==> config.mk <==
export PLATFORM = sky130hd
export DESIGN_NAME = instruction_loader
export DESIGN_NICKNAME = d
export VERILOG_FILES = /design/src/rtl/instruction_loader_pkg.sv /design/src/rtl/instruction_loader_byte_packer.sv /design/src/rtl/instruction_loader.sv
export SDC_FILE = /design/constraint.sdc
export NUM_CORES = 1
export LEC_CHECK = 0
export CORE_MARGIN = 4
export CORE_UTILIZATION = 50
export CTS_CLUSTER_DIAMETER = 50
export DETAILED_ROUTE_END_ITERATION = 8
export PLACE_DENSITY_LB_ADDON = 0.2
export RECOVER_POWER = 25
export SYNTH_ARGS = -nofsm -noshare
export SYNTH_HDL_FRONTEND = slang
export SYNTH_SLANG_ARGS = --single-unit
==> constraint.sdc <==
create_clock -name clk -period 3.1 [get_ports clk]
set_input_delay 0.62 -clock clk [delete_from_list [all_inputs] [get_ports clk]]
set_output_delay 0.62 -clock clk [all_outputs]
set_load 0.1 [all_outputs]
==> src/rtl/instruction_loader_pkg.sv <==
// Debug-unit shared definitions: loader FSM encoding,
// halt instruction and packing geometry.
package instruction_loader_pkg;

    localparam logic [2:0] S_IDLE  = 3'd0;
    localparam logic [2:0] S_RECV  = 3'd1;
    localparam logic [2:0] S_WRITE = 3'd2;
    localparam logic [2:0] S_DONE  = 3'd3;
    localparam logic [2:0] S_ERROR = 3'd4;

    localparam logic [31:0] HALT_WORD = 32'hFC000000;
    localparam int BYTES_PER_WORD = 4;
    localparam int CNT_W = $clog2(BYTES_PER_WORD);

endpackage

==> src/rtl/instruction_loader_byte_packer.sv <==
// Packs UART bytes MSB first into 32-bit words.
// Ports: clk, rst_n, clear, shift, rx_data -> word, word_valid.
module instruction_loader_byte_packer
    import instruction_loader_pkg::*;
(
    input  logic        clk,
    input  logic        rst_n,
    input  logic        clear,
    input  logic        shift,
    input  logic [7:0]  rx_data,
    output logic [31:0] word,
    output logic        word_valid
);

    // Only the three oldest bytes need storing; the fourth
    // is taken straight from rx_data when the word completes.
    logic [23:0]      shreg;
    logic [CNT_W-1:0] byte_cnt;

    assign word       = {shreg, rx_data};
    assign word_valid = shift &&
                        (byte_cnt == CNT_W'(BYTES_PER_WORD - 1));

    always_ff @(posedge clk or negedge rst_n) begin
        if (!rst_n) begin
            shreg    <= '0;
            byte_cnt <= '0;
        end else if (clear) begin
            shreg    <= '0;
            byte_cnt <= '0;
        end else if (shift) begin
            shreg    <= {shreg[15:0], rx_data};
            byte_cnt <= byte_cnt + 1'b1;
        end
    end

endmodule

==> src/rtl/instruction_loader.sv <==
// Loads the program from the UART byte stream into
// instruction memory at word addresses 0,1,2...
// Ports: clk, rst_n, start, rx_data, rx_done ->
//   wr_en, wr_addr, wr_data, busy, load_done,
//   overflow, words_loaded.
module instruction_loader
    import instruction_loader_pkg::*;
#(
    parameter int len_addr  = 32,
    parameter int len_data  = 32,
    parameter int ram_depth = 2048,
    parameter logic [len_data-1:0] halt_word = HALT_WORD
) (
    input  logic                clk,
    input  logic                rst_n,
    input  logic                start,
    input  logic [7:0]          rx_data,
    input  logic                rx_done,
    output logic                wr_en,
    output logic [len_addr-1:0] wr_addr,
    output logic [len_data-1:0] wr_data,
    output logic                busy,
    output logic                load_done,
    output logic                overflow,
    output logic [len_addr-1:0] words_loaded
);

    localparam logic [len_addr-1:0] LAST = len_addr'(ram_depth - 1);

    logic [2:0]          state;
    logic [2:0]          nxt;
    logic [len_addr-1:0] addr;
    logic                start_ok;
    logic                shift;
    logic                is_halt;
    logic                at_last;
    logic [31:0]         word;
    logic                word_valid;

    assign is_halt  = (wr_data == halt_word);
    assign at_last  = (addr == LAST);
    assign start_ok = start && (state == S_IDLE ||
                                state == S_DONE ||
                                state == S_ERROR);

    // A byte landing in WRITE starts the next word, but only
    // when the load continues; otherwise it is dropped.
    assign shift = rx_done &&
                   (state == S_RECV ||
                    (state == S_WRITE && !is_halt && !at_last));

    instruction_loader_byte_packer u_packer (
        .clk        (clk),
        .rst_n      (rst_n),
        .clear      (start_ok),
        .shift      (shift),
        .rx_data    (rx_data),
        .word       (word),
        .word_valid (word_valid)
    );

    always_comb begin
        nxt = state;
        case (state)
            S_IDLE, S_DONE, S_ERROR:
                if (start) nxt = S_RECV;
            S_RECV:
                if (word_valid) nxt = S_WRITE;
            S_WRITE:
                if (is_halt)      nxt = S_DONE;
                else if (at_last) nxt = S_ERROR;
                else              nxt = S_RECV;
            default:
                nxt = S_IDLE;
        endcase
    end

    // Status outputs are registered from the next state so
    // they line up with the state they describe.
    always_ff @(posedge clk or negedge rst_n) begin
        if (!rst_n) begin
            state        <= S_IDLE;
            addr         <= '0;
            wr_en        <= 1'b0;
            wr_addr      <= '0;
            wr_data      <= '0;
            busy         <= 1'b0;
            load_done    <= 1'b0;
            overflow     <= 1'b0;
            words_loaded <= '0;
        end else begin
            state     <= nxt;
            wr_en     <= (nxt == S_WRITE);
            busy      <= (nxt == S_RECV) || (nxt == S_WRITE);
            load_done <= (nxt == S_DONE);
            overflow  <= (nxt == S_ERROR);
            if (start_ok) begin
                addr         <= '0;
                words_loaded <= '0;
            end
            if (state == S_RECV && word_valid) begin
                wr_data <= word;
                wr_addr <= addr;
            end
            if (state == S_WRITE) begin
                words_loaded <= words_loaded + 1'b1;
                if (nxt == S_RECV) addr <= addr + 1'b1;
            end
        end
    end

endmodule

==> results_dict.tcl, run 1 <==
set metrics [dict create \
    yosysWarnings 0 \
    drc_errors 0 \
    numCtsBuffers 17 \
    r2r-start "addr[0]" \
    dp.cells 964 \
    cp_max_fo 29 \
    finalSetupTns_ns 0 \
    clock_sinks 161 \
    rsz0062_at_grt "false" \
    worstSetupStartpointType "flop" \
    maxSlewViolCount 79 \
    hp-class "flop to flop" \
    num-fill-cells 1184 \
    cts_root_buf "clkbuf_16" \
    seq_area_um2 4030 \
    synth_cell_types 57 \
    synthTopCellsByCount "161 x dfrtp_1, 109 x nand2_1, 66 x mux2_2, 44 x o21ai_0, 37 x nand3_1" \
    fin_nets 814 \
    grt_pass1_vias 5749 \
    syn_nets 703 \
    worst-path-buf-inv 1 \
    layout-drive-gt1-share 0.302 \
    async_flop_share 1.00 \
    totalWireLength_um 17200 \
    synth_edf_count 0 \
    clk_pin_slew_ns 0.06 \
    tightest_slew_ns 1.90 \
    critPathMaxStageDelay_ns 0.51 \
    finalSetupViolCount 0 \
    tritoncts "yes" \
    yosysTopAreaCell "dfrtp_1" \
    num_antenna_cells 0 \
    worstPathRequired_ns 3.41 \
    syn_area_um2 7480 \
    period_share 0.845 \
    cts_resized 0 \
    leakagePower_nw 4.33 \
    post_synth_main_area_contributors "dfrtp_1 54%, mux2_2 9.9%, nand2_1 5.5%" \
    final_core_util 0.630 \
    yosys_register_bits 161 \
    critPathArrivalTime_ns 2.93 \
    dr.pass1.iters 5 \
    crit_start "addr[0]" \
    dieWidth_um 130 \
    grt_overflow 0 \
    cap_violations 1 \
    ir_drop_v 0.00124 \
    grt_pass1_wl_um 28500 \
    crit_chain "ha_1 > nand3_1 > or3_4 > o32ai_2 > nor2_1 > buf_4 > o311a_1 > a221o_1" \
    core_um2 14600 \
    track_usage 0.210 \
    clk_path_buf_depth 2 \
    viasPerCell 5.77 \
    crit_type "flop to flop" \
    slowest_stage "o32ai_2" \
    ys.flop_type "dfrtp_1" \
    postSynthCellCount 688 \
    io_buffer_count 111 \
    dieArea_um2 17000 \
    start_util 0.513 \
    fp.dieH_um 130 \
    clock_skew_ns 0.00961 \
    cpLargestDelayFamily "compound AO/OA/AOI/OAI gates" \
    whs_ns 0.495 \
    multiInputGateArea_um2 3270 \
    finalCriticalPeriod_ns 2.62 \
    clk_latency_ns 0.43 \
    stdcell_count 995 \
    avgSynthCellArea_um2 10.9 \
    hold_viol_final 0 \
    syn_to_final_growth_pct 22.8 \
    seq_area_frac_synth 0.538 \
    slew_headroom -0.269 \
    ios 112 \
    antenna_found_initial 0 \
    core.rowCount 44 \
    synth_top_area_share 0.538 \
    avgRoutedWirePerCell_um 17.3 \
    violations "capacitance limit, slew limit" \
    postCtsHoldBufs 0 \
    drt_iter0_drc 419 \
    p_per_area_nw_per_um2 988 \
    ctsHtreeMaxLevel 4 \
    status "finished, violations left" \
    num_vias 5738 \
    hp-start "u_packer.byte_cnt[0]" \
    ant_nets 0 \
    synth.most_common_cell "dfrtp_1" \
    fmax_mhz 382 \
    gp_congestion 0.920 \
    dpl.hpwl_um 11900 \
    grt_max_degree 79 \
    cts_setup_buffers 0 \
    endpoint_kind "flop" \
]
==> metrics by stage <==
step | worst slack (ns) | power [mW] | instance area (µm²)
2_1_floorplan | 0.545 | 5.98 | 7480
3_3_place_gp | 0.662 | 6.82 | 8580
3_5_place_dp | 0.521 | 6.89 | 8580
5_1_grt | 0.228 | 9.45 | 9190
6_report | 0.482 | 9.08 | 9190
4_1_cts | 0.520 | 9.15 | 9210
==> sequential cells by signal, summed over array words and instances (netlist names) <==
name,cells
wr_data,32
busy,1
words_loaded,32
state,3
wr_en,1
load_done,1
wr_addr,32
addr,32
u_packer.byte_cnt,2
overflow,1
u_packer.shreg,24
==> worst paths after layout <==
path | to | slack, ns | depth (start not counted)
min | u_packer.byte_cnt[0] | 0.50 | 1
max | addr[31] | 0.48 | 8
min in group asynchronous | addr[10] | 0.74 | 1
max reg2reg | addr[31] | 0.48 | 8
max in group asynchronous | wr_data[14] | 0.75 | 2
min reg2reg | u_packer.byte_cnt[0] | 0.50 | 1
==> metal layers <==
layer	GRT usage	share of wire	vias up	wire length, µm
met2	0.333	0.49	132	8360
met4	0.0756	0.013	0	221
met5	0	0	-	0
li1	-	-	2726	-
met3	0.0475	0.048	17	824
met1	0.287	0.45	2863	7760
==> worst register-to-register path, stage by stage (launching register included) <==
cell and delay [ns]:
dfrtp_1 0.43, ha_1 0.22, nand3_1 0.16, or3_4 0.40, o32ai_2 0.51, nor2_1 0.11
buf_4 0.26, o311a_1 0.16, a221o_1 0.26
==> final cells by class <==
| type | instances | share of cell area |
|---|---|---|
| sequential | 161 | 0.438 |
| multi-input combinational | 479 | 0.356 |
| timing repair buffer | 128 | 0.107 |
| clock buffer | 27 | 0.0558 |
| tap | 184 | 0.0251 |
| clock inverter | 4 | 0.0131 |
| inverter | 12 | 0.00490 |
==> cell usage in the layout, fill, tap and decap left out, types with 18 or more instances in the layout <==
cell type	Yosys	final
buf_4	1	116
mux2_2	66	66
nor2_1	20	20
nand2_1	109	109
o22ai_2	20	20
nand4_1	18	18
dfrtp_1	161	161
a21oi_1	18	18
nand3_1	37	37
mux2i_1	19	19
o21ai_0	44	43
==> where the power goes <==
part	switching, mW	internal [mW]	leakage, nW	total, mW
Clock	0.785	1.45	0.308	2.24
Sequential	0.405	2.57	2.17	2.97
Combinational	2.90	0.964	1.85	3.87
==> cell families after synthesis <==
group | after synthesis | share of synthesized area
and+or+nand+nor | 256 | 0.171
DFF | 161 | 0.538
AOI/OAI and AO/OA | 133 | 0.131
muxes | 85 | 0.125
buffers and inverters | 48 | 0.0284
adders and majority gates | 3 | 0.00502
xor gates and xnor gates | 2 | 0.00234
No activity file was read; power rests on OpenSTA's default activity.
==> run 2: changes to the inputs <==
--- a/config.mk
+++ b/config.mk
@@ -6,7 +6,7 @@
 export NUM_CORES = 1
 export LEC_CHECK = 0
 export CORE_MARGIN = 4
-export CORE_UTILIZATION = 50
+export CORE_UTILIZATION = 49
 export CTS_CLUSTER_DIAMETER = 50
 export DETAILED_ROUTE_END_ITERATION = 8
 export PLACE_DENSITY_LB_ADDON = 0.2
==> constraint.sdc (replaced) <==
create_clock -name clk -period 2.31 [get_ports clk]
set_input_delay 0.462 -clock clk [delete_from_list [all_inputs] [get_ports clk]]
set_output_delay 0.462 -clock clk [all_outputs]
set_load 0.1 [all_outputs]
==> run 2 against run 1 <==
Against the previous run:
- the flow now finishes without violations
- sequential power increased by 34%
- highest routed layer unchanged
- flip-flop and latch count unchanged
- first-iteration DRC count increased by 19%
==> results_dict.tcl, run 2 (synthesized netlist as in run 1, its figures left out) <==
set metrics [dict create \
    status "finished clean" \
    ir_drop_v 0.00147 \
    endpoint_kind "flop" \
    io_buffer_count 111 \
    seq_power_share 0.326 \
    r2r-end "addr[24]" \
    slew_headroom 0.0279 \
    worstPathRequired_ns 2.63 \
    power_switching_mw 5.60 \
    gp_congestion 0.887 \
    clk_path_buf_depth 2 \
    clk_pin_slew_ns 0.06 \
    dieWidth_um 132 \
    r2r.worst_path.cells 7 \
    tightest_slew_ns 1.46 \
    r2r-start "addr[12]" \
    grt_pass1_wl_um 31200 \
    crit_start "addr[12]" \
    dpl.hpwl_um 12800 \
    grt_pass1_vias 6295 \
    layout_common_cells "154 x buf_4, 115 x dfrtp_1, 109 x nand2_1" \
    finalSetupViolCount 0 \
    layout-drive-gt1-share 0.393 \
    maxSlewViolCount 0 \
    drt_iter0_drc 497 \
    fmax_mhz 453 \
    preCtsSetupSlack_ns -0.0403 \
    cp_max_fo 8 \
    crit_type "flop to flop" \
    dieArea_um2 17300 \
    p_total_mw 12.2 \
    antenna_found_initial 0 \
    switching_share 0.460 \
    worstSetupStartpointType "flop" \
    clock_skew_ns 0.00784 \
    hold_viol_final 0 \
    period_share 0.955 \
    clock_sinks 161 \
    syn_to_final_growth_pct 28.7 \
    num_antenna_cells 0 \
    reg2reg_slack_ns 0.10 \
    avgRoutedWirePerCell_um 17.6 \
    core_um2 14800 \
    grt_overflow 0 \
    dp.cells 1011 \
    viasPerCell 5.74 \
    clk_latency_ns 0.43 \
    cap_violations 0 \
    ios 112 \
    cts_root_buf "clkbuf_16" \
    fp.dieH_um 132 \
    endpoint "addr[24]" \
    grt_max_degree 59 \
    track_usage 0.219 \
    clock_power_share 0.224 \
    layout_commonest_cell "buf_4" \
    fin_nets 863 \
    worst_slack_ns 0.104 \
    ant_nets 0 \
    p_comb_frac 0.450 \
    start_util 0.507 \
    stdcell_count 1044 \
    drc_errors 0 \
    finalCriticalPeriod_ns 2.21 \
    totalWireLength_um 18300 \
    dr.pass1.iters 5 \
    postCtsHoldBufs 0 \
    core.rowCount 44 \
    num-fill-cells 1154 \
    p_per_area_nw_per_um2 1260 \
    tritoncts "yes" \
    ctsHtreeMaxLevel 4 \
    hp-class "primary input to async pin" \
    numCtsBuffers 17 \
    p_int_mw 6.56 \
    num_vias 5994 \
    critPathArrivalTime_ns 2.52 \
    leakagePower_nw 4.50 \
]
==> run 2: stage by stage <==
| step | utilization | hold WS [ns] | instance area [µm²] | setup TNS [ns] |
|---|---|---|---|---|
| after floorplan | - | 0.166 | 7540 | 0 |
| after global placement | 0.612 | 0.461 | 9030 | 0 |
| after detailed placement | 0.612 | 0.466 | 9030 | -0.0940 |
| after CTS | 0.650 | 0.0110 | 9590 | 0 |
| after global routing | 0.653 | 0.505 | 9630 | -0.00921 |
| final | 0.653 | 0.384 | 9630 | 0 |
==> run 2: timing repair <==
action,4_1_cts,5_1_grt
pin swaps,0,4
resized for setup,1,10
endpoints found under the setup margin,9,59
setup buffers,0,2
==> run 2: worst min path at each step <==
stage | startpoint | to | slack [ns]
finish | rst_n | wr_addr[15] | 0.38
global route | rst_n | wr_addr[15] | 0.50
floorplan | rst_n | addr[0] | 0.17
CTS | rst_n | wr_addr[15] | 0.01
detailed placement | rst_n | wr_addr[15] | 0.47
global placement | rst_n | wr_addr[14] | 0.46
==> run 2: cell type report <==
type                    count  area [µm²]  area share
multi-input cells         479        3310       0.344
inverters                  12        45.0     0.00468
well taps                 184         230      0.0239
clock buffers              25         475      0.0494
flip-flops and latches    161        4090       0.424
repair buffers            177        1400       0.145
clock inverters             6        82.6     0.00858
==> run 2: critical path: stages, from the launching register on <==
cell and delay [ns]:
dfrtp_1 0.40, nor4_2 0.35, nand4_1 0.24, o32a_4 0.45, nand2_1 0.14, buf_4 0.19, nor2_1 0.09, a31o_1 0.23
==> run 2: power by group through the flow <==
stage | Combinational [mW] | Sequential, mW | Clock (mW)
floorplan | 1.45 | 6.62 | 0
global placement | 5.40 | 3.97 | 0
detailed placement | 5.46 | 4.01 | 0
CTS | 5.48 | 3.97 | 2.77
global route | 5.71 | 4.06 | 2.89
finish | 5.47 | 3.97 | 2.72
==> run 2: per-layer routing <==
layer | share of wire | wire length (µm) | global-route usage
met1 | 0.44 | 8010 | 0.282
met3 | 0.047 | 853 | 0.0516
met5 | 0 | 0 | 0
met4 | 0.015 | 274 | 0.0799
met2 | 0.50 | 9190 | 0.362
